File: src/rtl/tag_free_list.sv
// Tag free-list: pops one free tag per cycle and reclaims up to NUM_RET
// returned tags per cycle, with occupancy flags and sticky error status.
module tag_free_list #(
  parameter int unsigned TAG_WIDTH = 6,
  parameter int unsigned DEPTH     = 64,
  parameter int unsigned NUM_RET   = 2,
  parameter int unsigned AE_THRESH = 4
) (
  input  logic                         clk,
  input  logic                         reset,
  input  logic                         flush,
  input  logic [NUM_RET*TAG_WIDTH-1:0] cdb_tag_tf,
  input  logic [NUM_RET-1:0]           cdb_tag_tf_valid,
  input  logic                         ren_tf,
  output logic [TAG_WIDTH-1:0]         tagout_tf,
  output logic                         tagout_valid_tf,
  output logic                         ff_tf,
  output logic                         ef_tf,
  output logic                         ae_tf,
  output logic [$clog2(DEPTH):0]       count_tf,
  output logic                         underflow_err,
  output logic                         overflow_err
);

  localparam int unsigned PW = $clog2(DEPTH);
  localparam int unsigned CW = PW + 1;
  localparam int unsigned FW = CW + 1;

  logic [TAG_WIDTH-1:0] mem [DEPTH];
  logic [PW-1:0]        rp;
  logic [PW-1:0]        wp;
  logic                 pop_ok;
  logic [FW-1:0]        free_slots;
  logic [FW-1:0]        push_cnt;
  logic [NUM_RET-1:0]   lane_we;
  logic [PW-1:0]        lane_addr [NUM_RET];
  logic                 drop;

  // Only tags present at the start of the cycle can be popped, so a return
  // into an empty list never satisfies a same-cycle request.
  assign pop_ok     = ren_tf && (count_tf != '0);
  assign free_slots = FW'(DEPTH) - {1'b0, count_tf} + FW'(pop_ok);

  // Compact valid lanes in lane order; once free space runs out the
  // remaining (higher) lanes are the ones dropped.
  always_comb begin
    push_cnt = '0;
    drop     = 1'b0;
    for (int unsigned k = 0; k < NUM_RET; k++) begin
      lane_we[k]   = 1'b0;
      lane_addr[k] = wp;
      if (cdb_tag_tf_valid[k]) begin
        if (push_cnt < free_slots) begin
          lane_we[k]   = 1'b1;
          lane_addr[k] = wp + push_cnt[PW-1:0];
          push_cnt     = push_cnt + 1'b1;
        end else begin
          drop = 1'b1;
        end
      end
    end
  end

  always_ff @(posedge clk) begin
    if (reset || flush) begin
      for (int unsigned i = 0; i < DEPTH; i++) begin
        mem[i] <= TAG_WIDTH'(i);
      end
      rp              <= '0;
      wp              <= '0;
      count_tf        <= CW'(DEPTH);
      tagout_valid_tf <= 1'b0;
      if (reset) begin
        tagout_tf     <= '0;
        underflow_err <= 1'b0;
        overflow_err  <= 1'b0;
      end
    end else begin
      tagout_valid_tf <= pop_ok;
      if (pop_ok) begin
        tagout_tf <= mem[rp];
        rp        <= rp + 1'b1;
      end
      if (ren_tf && !pop_ok) begin
        underflow_err <= 1'b1;
      end
      if (drop) begin
        overflow_err <= 1'b1;
      end
      for (int unsigned k = 0; k < NUM_RET; k++) begin
        if (lane_we[k]) begin
          mem[lane_addr[k]] <= cdb_tag_tf[k*TAG_WIDTH +: TAG_WIDTH];
        end
      end
      wp       <= wp + push_cnt[PW-1:0];
      count_tf <= count_tf - CW'(pop_ok) + push_cnt[CW-1:0];
    end
  end

  assign ff_tf = (count_tf == CW'(DEPTH));
  assign ef_tf = (count_tf == '0);
  assign ae_tf = (32'(count_tf) <= AE_THRESH);

endmodule

File: config.mk
export PLATFORM = sky130hd
export DESIGN_NAME = tag_free_list
export DESIGN_NICKNAME = d
export VERILOG_FILES = /design/src/rtl/tag_free_list.sv
export SDC_FILE = /design/constraint.sdc
export NUM_CORES = 1
export LEC_CHECK = 0
export ABC_CLOCK_PERIOD_IN_PS = 15800
export BUFFER_PORTS_ARGS = -buffer_cell sky130_fd_sc_hd__buf_2
export CORE_ASPECT_RATIO = 0.75
export CORE_UTILIZATION = 35
export CTS_CLUSTER_DIAMETER = 40
export DETAILED_ROUTE_END_ITERATION = 12
export GPL_ROUTABILITY_DRIVEN = 0
export PLACE_DENSITY = 0.59
export SYNTH_ARGS = -nofsm -noshare
export SYNTH_HDL_FRONTEND = slang
export SYNTH_SLANG_ARGS = --single-unit
File: constraint.sdc
create_clock -name clk -period 15.8 [get_ports clk]
set_input_delay 2.37 -clock clk [delete_from_list [all_inputs] [get_ports clk]]
set_output_delay 2.37 -clock clk [all_outputs]
set_load 0.01 [all_outputs]
==> results of run 1 <==
-- layout make-up --
| class | instances | area (sq um) | area share [%] |
|---|---|---|---|
| antenna | 1 | 2.502 | 0.009167 |
| clock buffer | 63 | 1426 | 5.225 |
| clock inverter | 34 | 404.1 | 1.480 |
| inverter | 35 | 131.4 | 0.4813 |
| multi-input combinational | 1348 | 11270 | 41.27 |
| sequential | 418 | 12300 | 45.07 |
| tap | 935 | 1170 | 4.286 |
| timing repair buffer | 91 | 595.6 | 2.182 |
-- final timing paths --
path / startpoint / end / slack, ns / depth (start not counted)
max reg2reg: count_tf[5]$_SDFF_PN0_ / mem[14][1]$_DFFE_PP_ / 8.79 / 20
max: ren_tf / mem[14][1]$_DFFE_PP_ / 8.11 / 17
min reg2reg: rp[1]$_SDFFE_PN0P_ / flop / 0.53 / 2
min: rp[1]$_SDFFE_PN0P_ / flop / 0.53 / 2
-- sequential cells by signal (all words and copies together), names as in the netlist, named ones only --
register         count
wp                   6
tagout_tf            6
underflow_err        1
tagout_valid_tf      1
mem                384
count_tf             7
overflow_err         1
rp                   6
-- power by group through the flow --
stage          logic, mW  clock network (mW)  registers [mW]
2_1_floorplan      0.328                   0            1.28
3_3_place_gp       0.485                   0            1.30
3_5_place_dp       0.491                   0            1.30
4_1_cts            0.494                1.28            1.28
5_1_grt            0.532                1.33            1.28
6_report           0.508                1.28            1.28
-- logic make-up after synthesis --
kind of cell,after synthesis,share of synthesized area [%]
compound gates,298,9.180
xor+xnor,15,0.5343
fa+ha+maj,24,1.282
buf+inv,278,4.407
flops,418,49.99
mux,345,20.43
simple gates,666,14.18
-- metrics by stage --
step / hold slack [ns] / utilization, % / instance area, sq um / power (mW) / worst slack [ns]
6_report: 0.5254 / 39.59 / 27300 / 3.066 / 8.112
5_1_grt: 0.5564 / 39.58 / 27290 / 3.137 / 7.749
4_1_cts: 0.5200 / 39.58 / 27290 / 3.053 / 8.250
3_5_place_dp: 0.5081 / 36.93 / 25460 / 1.789 / 7.638
3_3_place_gp: 0.5109 / 36.93 / 25460 / 1.782 / 7.823
2_1_floorplan: 0.4674 / - / 24590 / 1.612 / 9.051
-- routing by layer --
| metal | global-route usage [%] | part of all wire, % |
|---|---|---|
| met5 | 0 | 0.014 |
| met4 | 8.147 | 3.2 |
| met3 | 7.891 | 16 |
| met2 | 34.10 | 40 |
| met1 | 36.49 | 41 |
-- cells in the mapped netlist (all sizes together) (18+ instances only) --
cell    number  share of area, %
edfxtp     392                48
nand3      104               2.2
inv         34              0.52
or3        113               2.9
nor2       127               2.1
o221ai      25              0.89
a211o       18              0.64
mux4       120                11
o31ai       80               2.5
dfxtp       26               2.1
buf         46              0.86
mux2i      185               7.5
nand2      107               1.6
clkbuf     197               3.0
a31oi       36              0.92
ha          22               1.1
o21ai       26              0.58
mux2        40               1.9
a21oi       25              0.55
nor3       146               3.3
-- worst max-delay path: cells and delay by family --
kind	cells	cell delay, ns
fa+ha+maj	4	0.98
buf+inv	3	0.24
xor+xnor	1	0.53
simple gates	7	2.80
compound gates	2	0.99
==> results.md, run 1 <==
Yosys:
- Averaged over all synthesized cells, the footprint is 12.03 sq um.
- The synthesized design contains 418 register bits.
- The primary flip-flop cell chosen by synthesis mapping is sky130_fd_sc_hd__edfxtp_1.
- During synthesis, Yosys emitted a total of 0 warnings.
- Summing every instance area after synthesis gives 24590 sq um.
- The count of flip-flops with a built-in enable after synthesis is 392.
- The synthesized netlist contains 79 unique library cells.
- The net count of the mapped netlist is 2086.
- After technology mapping, the gate count stands at 2044.
- After synthesis, flip-flops and latches occupy 49.99% of the total area.
- The share of synthesized flip-flops with an asynchronous set or reset is 0%.

STA:
- The final-report hold violation count is 0.
- The final clock skew is 0.02322 ns.
- In the final timing run, aggregate negative setup slack is 0 ns.
- Setup violations remaining at the end of the flow were counted as 0.
- The count of final max-slew check failures is 0.
- For the finished layout, the period the worst path requires is 7.688 ns.
- Based on the critical path, the design can be clocked at up to 130.1 MHz.
- At the pin with the least slew margin, the transition time is 1.385 ns.
- The worst pin sits at a relative slew slack of 6.830%.
- The final critical path takes up 48.66% of the cycle.
- Setup repair after global routing left no endpoint under its margin.

Worst setup path:
- Data on the critical path arrives at its endpoint at 7.93 ns.
- Walking the worst path, the cells encountered are buf_2 -> nand2_1 -> ha_1 -> inv_1 -> ha_1 -> nor4b_1 -> nor3_2 -> a2111oi_2 -> nand2_1 -> nand2_1 -> inv_1 -> ha_1 -> ha_1 -> xor2_1 -> nand3_2 -> or3_1 -> o211ai_1.
- The cell repeated most along the worst path is sky130_fd_sc_hd__ha_1.
- The startpoint type of the worst setup path is an input pin.
- Among all stages on the critical path, the largest delay is contributed by sky130_fd_sc_hd__nand3_2.
- The worst stage delay on the critical path is 0.74 ns.
- The critical path in this run is classified as input pin to flop.
- At the worst endpoint, the required time is 16.04 ns.
- The largest driver fanout on the critical path is 34.
- The worst setup path is captured at a flop.

Run status:
- The flow ran to the end, and the final reports show no timing, DRC or antenna violations.

Final layout:
- Fill cells in the final layout number 6492.
- For this run, the number of standard cells in the final layout without fillers is 2925.
- In the layout the commonest cells are sky130_fd_sc_hd__edfxtp_1 (392), sky130_fd_sc_hd__mux2i_1 (185), sky130_fd_sc_hd__nor3_1 (131).
- The area added between synthesis and finish is 11.02%.
- Cells with a size suffix above 1 make up 20.56% of the layout.
- The final net count is 1989.
- The library cell used most frequently in the layout, excluding fill and tap cells, is sky130_fd_sc_hd__edfxtp_1.

Global route:
- The first-pass GRT wire length is 128300 um.
- The total global routing overflow is 0.
- The largest net degree at the start of global routing is 63.
- The number of antenna violations at the first check in global routing is 3.
- The aggregate global-route resource usage is 24.83%.
- The number of global-route vias before repair came to 17627.

Placed design:
- The total half-perimeter wirelength after legalization and detailed placement is 58910 um.
- In this run, placement finished with an instance count of 2827.
- In this run the tool buffered the top-level ports with 36 buffer cells.

CTS:
- The cts-stage hold buffer count is 0.
- The number of buffers added for setup after CTS is 0.
- The clock transition at the registers of the reported paths is 0.06 ns.
- In this run the number of H-tree levels came out at 2.
- The number of gates resized after cts is 0.
- The clock net sink count is 418.
- The TritonCTS buffer count is 53.
- The TritonCTS clock tree is built.
- The maximum number of buffers from clock root to sink is 3.
- The tree is rooted in a sky130_fd_sc_hd__clkbuf_16.
- The clock reaches the later pin of the worst-skew pair after 0.62 ns.

Flow run:
- The max-capacitance violation count is 0.

Floorplan:
- During I/O placement, the number of pins put on the boundary was 37.
- Measured along the x axis, the die boundary spans 308.1 um.
- The total number of placement rows is 83.
- The height of the die is 231.5 um.
- The core outline area is 68960 sq um.
- The total die area is 71330 sq um.
- The starting density of the core is 35.66%.

Drt:
- Dividing the detail-routed via count by the number of cells gives 6.534.
- The pre-antenna-repair detailed-routing pass consisted of 8 iterations.
- After detailed routing, the average wire length per cell comes to 30.83 um.
- The antenna violation net count after detailed routing is 0.
- For this block, the initial DRC count from the detailed router was 3715.
- In the routed design, unresolved DRC markers number 0.
- The final route contains 19112 vias.
- The detailed-route wire length is 90170 um.

Pwr:
- Registers are responsible for 41.6% of the overall power.
- Summed over all cells, the static leakage comes to 7.901 nW.
- The switching share of power is 29.14%.
- The worst supply voltage drop on vdd is 0.00008241 V.
- In this run, the clock network consumes 41.8% of the power.
- The switching power total is 0.8935 mW.
- The cell area power density is 112.3 nW/um^2.
- Cell internal power was estimated by the tool at 2.172 mW.
- In this run, the combinational gates consume 16.6% of the power.

Worst hold path:
- In this run the worst hold path is classified as flop to flop.
(Power assumes the default switching activity.)
==> run 2, diff against run 1 <==
ABC_AREA = 1   (was not set)
ABC_CLOCK_PERIOD_IN_PS = 7200   (was 15800)
clock period = 7.2 ns   (was 15.8 ns; I/O delays follow)
==> results.md, run 2 <==
Run status:
- Status: finished, final reports clean (unchanged).

Final layout:
- The combined flip-flop and latch cell area came to 12300 sq um (about the same).
- The number of flip-flops under the largest register name is 384 (unchanged).
- The register name with the most flops is mem (unchanged).
- The area taken by multi-input logic gates came to 10930 sq um (was 11270 sq um).
- The number of inserted filler cells in the final layout is 7246 (was 6492).
- The most frequent standard cell in the layout excluding fill and tap cells was sky130_fd_sc_hd__nand2_1 (was sky130_fd_sc_hd__edfxtp_1).
- Highest-count cells in the layout ignoring fill and taps: sky130_fd_sc_hd__nand2_1 (768), sky130_fd_sc_hd__nor2_1 (706), sky130_fd_sc_hd__o21ai_0 (468) (was sky130_fd_sc_hd__edfxtp_1 (392), sky130_fd_sc_hd__mux2i_1 (185), sky130_fd_sc_hd__nor3_1 (131)).
- Largest registers ranked by flip-flop count: mem x384, count_tf x7 (unchanged).
- The final net count is 3192 (was 1989).
- The number of inserted diodes is 0 (was 1).
- The area added between synthesis and finish was 10.79% (was 11.02%).
- The share of post-route cells with drive strength above 1 is 7.791% (was 20.56%).

Yosys:
- The flip-flop and latch count after synthesis is 418 (unchanged).
- The area of the mapped netlist came to 24860 sq um (was 24590 sq um).
- The register area share after synthesis was 49.45% (was 49.99%).
- The primary flip-flop cell chosen by synthesis mapping was sky130_fd_sc_hd__edfxtp_1 (unchanged).
- The share of synthesized flip-flops with an asynchronous set or reset is 0% (unchanged).
- The largest family of logic cells by synthesized area is simple AND/OR/NAND/NOR gates (was multiplexers).
- The library cell with the highest instance count after synthesis is sky130_fd_sc_hd__nand2_1 (was sky130_fd_sc_hd__edfxtp_1).
- The number of distinct library cells after synthesis came to 39 (was 79).
- The count of flip-flops with a built-in enable after synthesis is 392 (unchanged).
- The net count of the mapped netlist is 3269 (was 2086).
- The area fraction in compound gates after synthesis is 13.46% (was 9.180%).
- The post-synthesis cell type with the largest combined area is sky130_fd_sc_hd__edfxtp_1 (unchanged).
- The post-synthesis share of cell area spent on full adders, half adders and majority gates was 1.268% (was 1.282%).
- The mean area per synthesized cell is 7.703 sq um (was 12.03 sq um).
- The share of synthesized cell area in and, or, nand and nor gates is 28.98% (was 14.18%).
- The portion of netlist area occupied by mux cells is 0% (was 20.43%).
- The area share of the largest cell type after synthesis is 47.35% (was 47.87%).
- Dominant cells by area after synthesis: sky130_fd_sc_hd__edfxtp_1 (47%), sky130_fd_sc_hd__nand2_1 (12%), sky130_fd_sc_hd__nor2_1 (11%) (was sky130_fd_sc_hd__edfxtp_1 (48%), sky130_fd_sc_hd__mux4_2 (11%), sky130_fd_sc_hd__mux2i_1 (7.5%)).
- The Yosys warning count is 0 (unchanged).
- The post-synthesis instance total is 3227 (was 2044).
- The post-synthesis share of cell area spent on xor and xnor gates is 0.2114% (was 0.5343%).
- Synth cell count leaders: sky130_fd_sc_hd__nand2_1 (768), sky130_fd_sc_hd__nor2_1 (707), sky130_fd_sc_hd__o21ai_0 (468) (was sky130_fd_sc_hd__edfxtp_1 (392), sky130_fd_sc_hd__clkbuf_1 (196), sky130_fd_sc_hd__mux2i_1 (185)).

Drt:
- The via total after detailed routing is 23265 (was 19112).
- The detailed-route wire length per cell came to 22.97 um (was 30.83 um).
- The detailed-routing iteration count for the pre-antenna-repair pass is 9 (was 8).
- The post-detailed-route via-to-cell ratio is 5.617 (was 6.534).
- The detailed-route wire length is 95160 um (was 90170 um).
- The antenna violation net count after detailed routing was 0 (unchanged).
- The number of DRC violations after detailed-routing iteration 0 came to 3808 (was 3715).
- The detailed-route DRC error count is 0 (unchanged).

Global route:
- The aggregate global-route resource usage is 26.24% (was 24.83%).
- The number of global-route vias before repair is 20656 (was 17627).
- The number of antenna violations at the first check in global routing is 1 (was 3).
- The largest net degree at the start of global routing is 149 (was 63).
- The total global routing overflow came to 0 (unchanged).
- The first-pass GRT wire length is 139500 um (was 128300 um).

CTS:
- The clock latency of the later-clocked register in the worst-skew pair is 0.64 ns (was 0.62 ns).
- The clock transition at the registers of the reported paths came to 0.06 ns (about the same).
- The TritonCTS buffer count is 55 (was 53).
- The clock net sink count is 418 (unchanged).
- The total number of H-tree levels was 2 (unchanged).
- The TritonCTS clock tree is built (unchanged).
- The maximum number of buffers from clock root to sink came to 3 (unchanged).
- The number of gates resized after cts is 0 (unchanged).
- The cts-stage hold buffer count is 0 (unchanged).
- The root buffer cell is sky130_fd_sc_hd__clkbuf_16 (unchanged).
- The number of buffers added for setup after CTS was 0 (unchanged).

Flow run:
- The max-capacitance violation count is 0 (unchanged).

Placed design:
- The number of port buffers is 36 (unchanged).
- The worst-case setup slack after placement is 1.485 ns (was 7.638 ns).
- The total half-perimeter wirelength after legalization and detailed placement is 61290 um (was 58910 um).

STA:
- The final-report hold violation count came to 0 (unchanged).
- The final critical path takes up 78.54% of the cycle.
- The smallest setup slack after layout is 1.545 ns (was 8.112 ns).
- The final clock skew is 0.04926 ns (was 0.02322 ns).
- The minimum clock period after layout is 5.655 ns.
- Unrepaired setup endpoints after global routing: false (unchanged).
- Timing would allow up to 176.8 MHz.
- The transition time at the pin with the least slew margin came to 1.135 ns (was 1.385 ns).
- The setup total negative slack was 0 ns (unchanged).
- The setup violation total in the final timing report is 0 (unchanged).
- The count of final max-slew check failures is 0 (unchanged).
- The normalized max-slew margin is 23.87% (was 6.830%).

Worst hold path:
- The worst hold path class is flop to flop (unchanged).

Floorplan:
- The starting density of the core is 35.41% (was 35.66%).
- The I/O pin total is 37 (unchanged).
- The horizontal extent of the die is 309.7 um (was 308.1 um).
- The total die area is 72110 sq um (was 71330 sq um).
- The core outline area is 70210 sq um (was 68960 sq um).
- The height of the die is 232.8 um (was 231.5 um).
- The total number of placement rows came to 84 (was 83).

Pwr:
- The share of total power in combinational logic is 15.6% (was 16.6%).
- The leakage dissipation is 9.981 nW (was 7.901 nW).
- The internal cell power is 4.583 mW (was 2.172 mW).
- The clock group share of total power is 42.5% (was 41.8%).
- The switching power total is 2.031 mW (was 0.8935 mW).
- The switching share of power was 30.71% (was 29.14%).
- The cell area power density is 240.2 nW/um^2 (was 112.3 nW/um^2).
- The part of the power in registers was 41.9% (was 41.6%).
- The worst supply voltage drop on vdd is 0.0001585 V (was 0.00008241 V).

Worst setup path:
- The startpoint type of the worst setup path is a flop (was input pin).
- The cell repeated most along the worst path is sky130_fd_sc_hd__nand2_1 (was sky130_fd_sc_hd__ha_1).
- The critical path capture point type is a flop (unchanged).
- The largest driver fanout on the critical path came to 14 (was 34).
- The type of the worst setup path is flop to flop (was input pin to flop).
- The worst-path cell with the longest stage delay is sky130_fd_sc_hd__nor2_1 (was sky130_fd_sc_hd__nand3_2).
- The worst stage delay on the critical path came to 0.76 ns (was 0.74 ns).
- The worst path required time is 7.51 ns (was 16.04 ns).
- The critical path arrival is 5.97 ns (was 7.93 ns).
==> run 2: cells by family (layout without fill, tap and decap cells) <==
group,count (synthesis),in the layout
AND/OR/NAND/NOR,1749,1749
AO/OA/AOI/OAI,604,604
buffers and inverters,426,395
flip-flops,418,418
adder cells (fa/ha/maj),24,24
XOR/XNOR,6,6
==> run 2: worst max-delay path, delay by kind of cell, from the launching register on <==
kind                       cells  cell delay [ns]
and+or+nand+nor               18             3.08
buffers and inverters          5             0.46
xor gates and xnor gates       1             0.16
DFF                            1             0.45
adders and majority gates      5             1.21
==> run 2: power groups by stage <==
stage	combinational, mW	sequential [mW]	clock, mW
after floorplan	0.653	2.81	0
after global routing	1.11	2.78	2.91
after detailed placement	0.995	2.82	0
final	1.03	2.77	2.81
after global placement	1.00	2.82	0
after CTS	0.999	2.77	2.82
==> run 2: worst paths after layout <==
| path | startpoint | to | slack [ns] | cells past startpoint |
|---|---|---|---|---|
| setup / recovery | count_tf[2]$_SDFF_PN0_ | mem[0][1]$_DFFE_PP_ | 1.55 | 29 |
| hold / removal | rp[4]$_SDFFE_PN0P_ | rp[4]$_SDFFE_PN0P_ | 0.48 | 1 |
| setup reg to reg | count_tf[2]$_SDFF_PN0_ | mem[0][1]$_DFFE_PP_ | 1.55 | 29 |
| hold reg to reg | rp[4]$_SDFFE_PN0P_ | rp[4]$_SDFFE_PN0P_ | 0.48 | 1 |
==> run 2: metal layers <==
| metal | share of wire [%] | global-route usage (%) |
|---|---|---|
| met5 | 0.014 | 0 |
| met4 | 3.4 | 7.974 |
| met3 | 15 | 7.259 |
| met2 | 39 | 35.75 |
| met1 | 43 | 39.51 |
==> run 2: through the flow <==
stage	area, sq um	hold slack (ns)	power [mW]	utilization [%]	instances
2_1_floorplan	24860	0.4354	3.463	-	3227
3_3_place_gp	25690	0.4670	3.824	36.59	4039
3_5_place_dp	25690	0.4707	3.819	36.59	4039
4_1_cts	27540	0.4841	6.590	39.23	4142
5_1_grt	27540	0.5373	6.801	39.23	4142
6_report	27540	0.4776	6.614	39.23	4142
==> run 2: final cells by class <==
type	count	area share, %
clock buffer	65	5.402
clock inverter	38	1.322
inverter	223	3.057
multi-input combinational	2383	39.67
sequential	418	44.65
tap	946	4.298
timing repair buffer	69	1.599
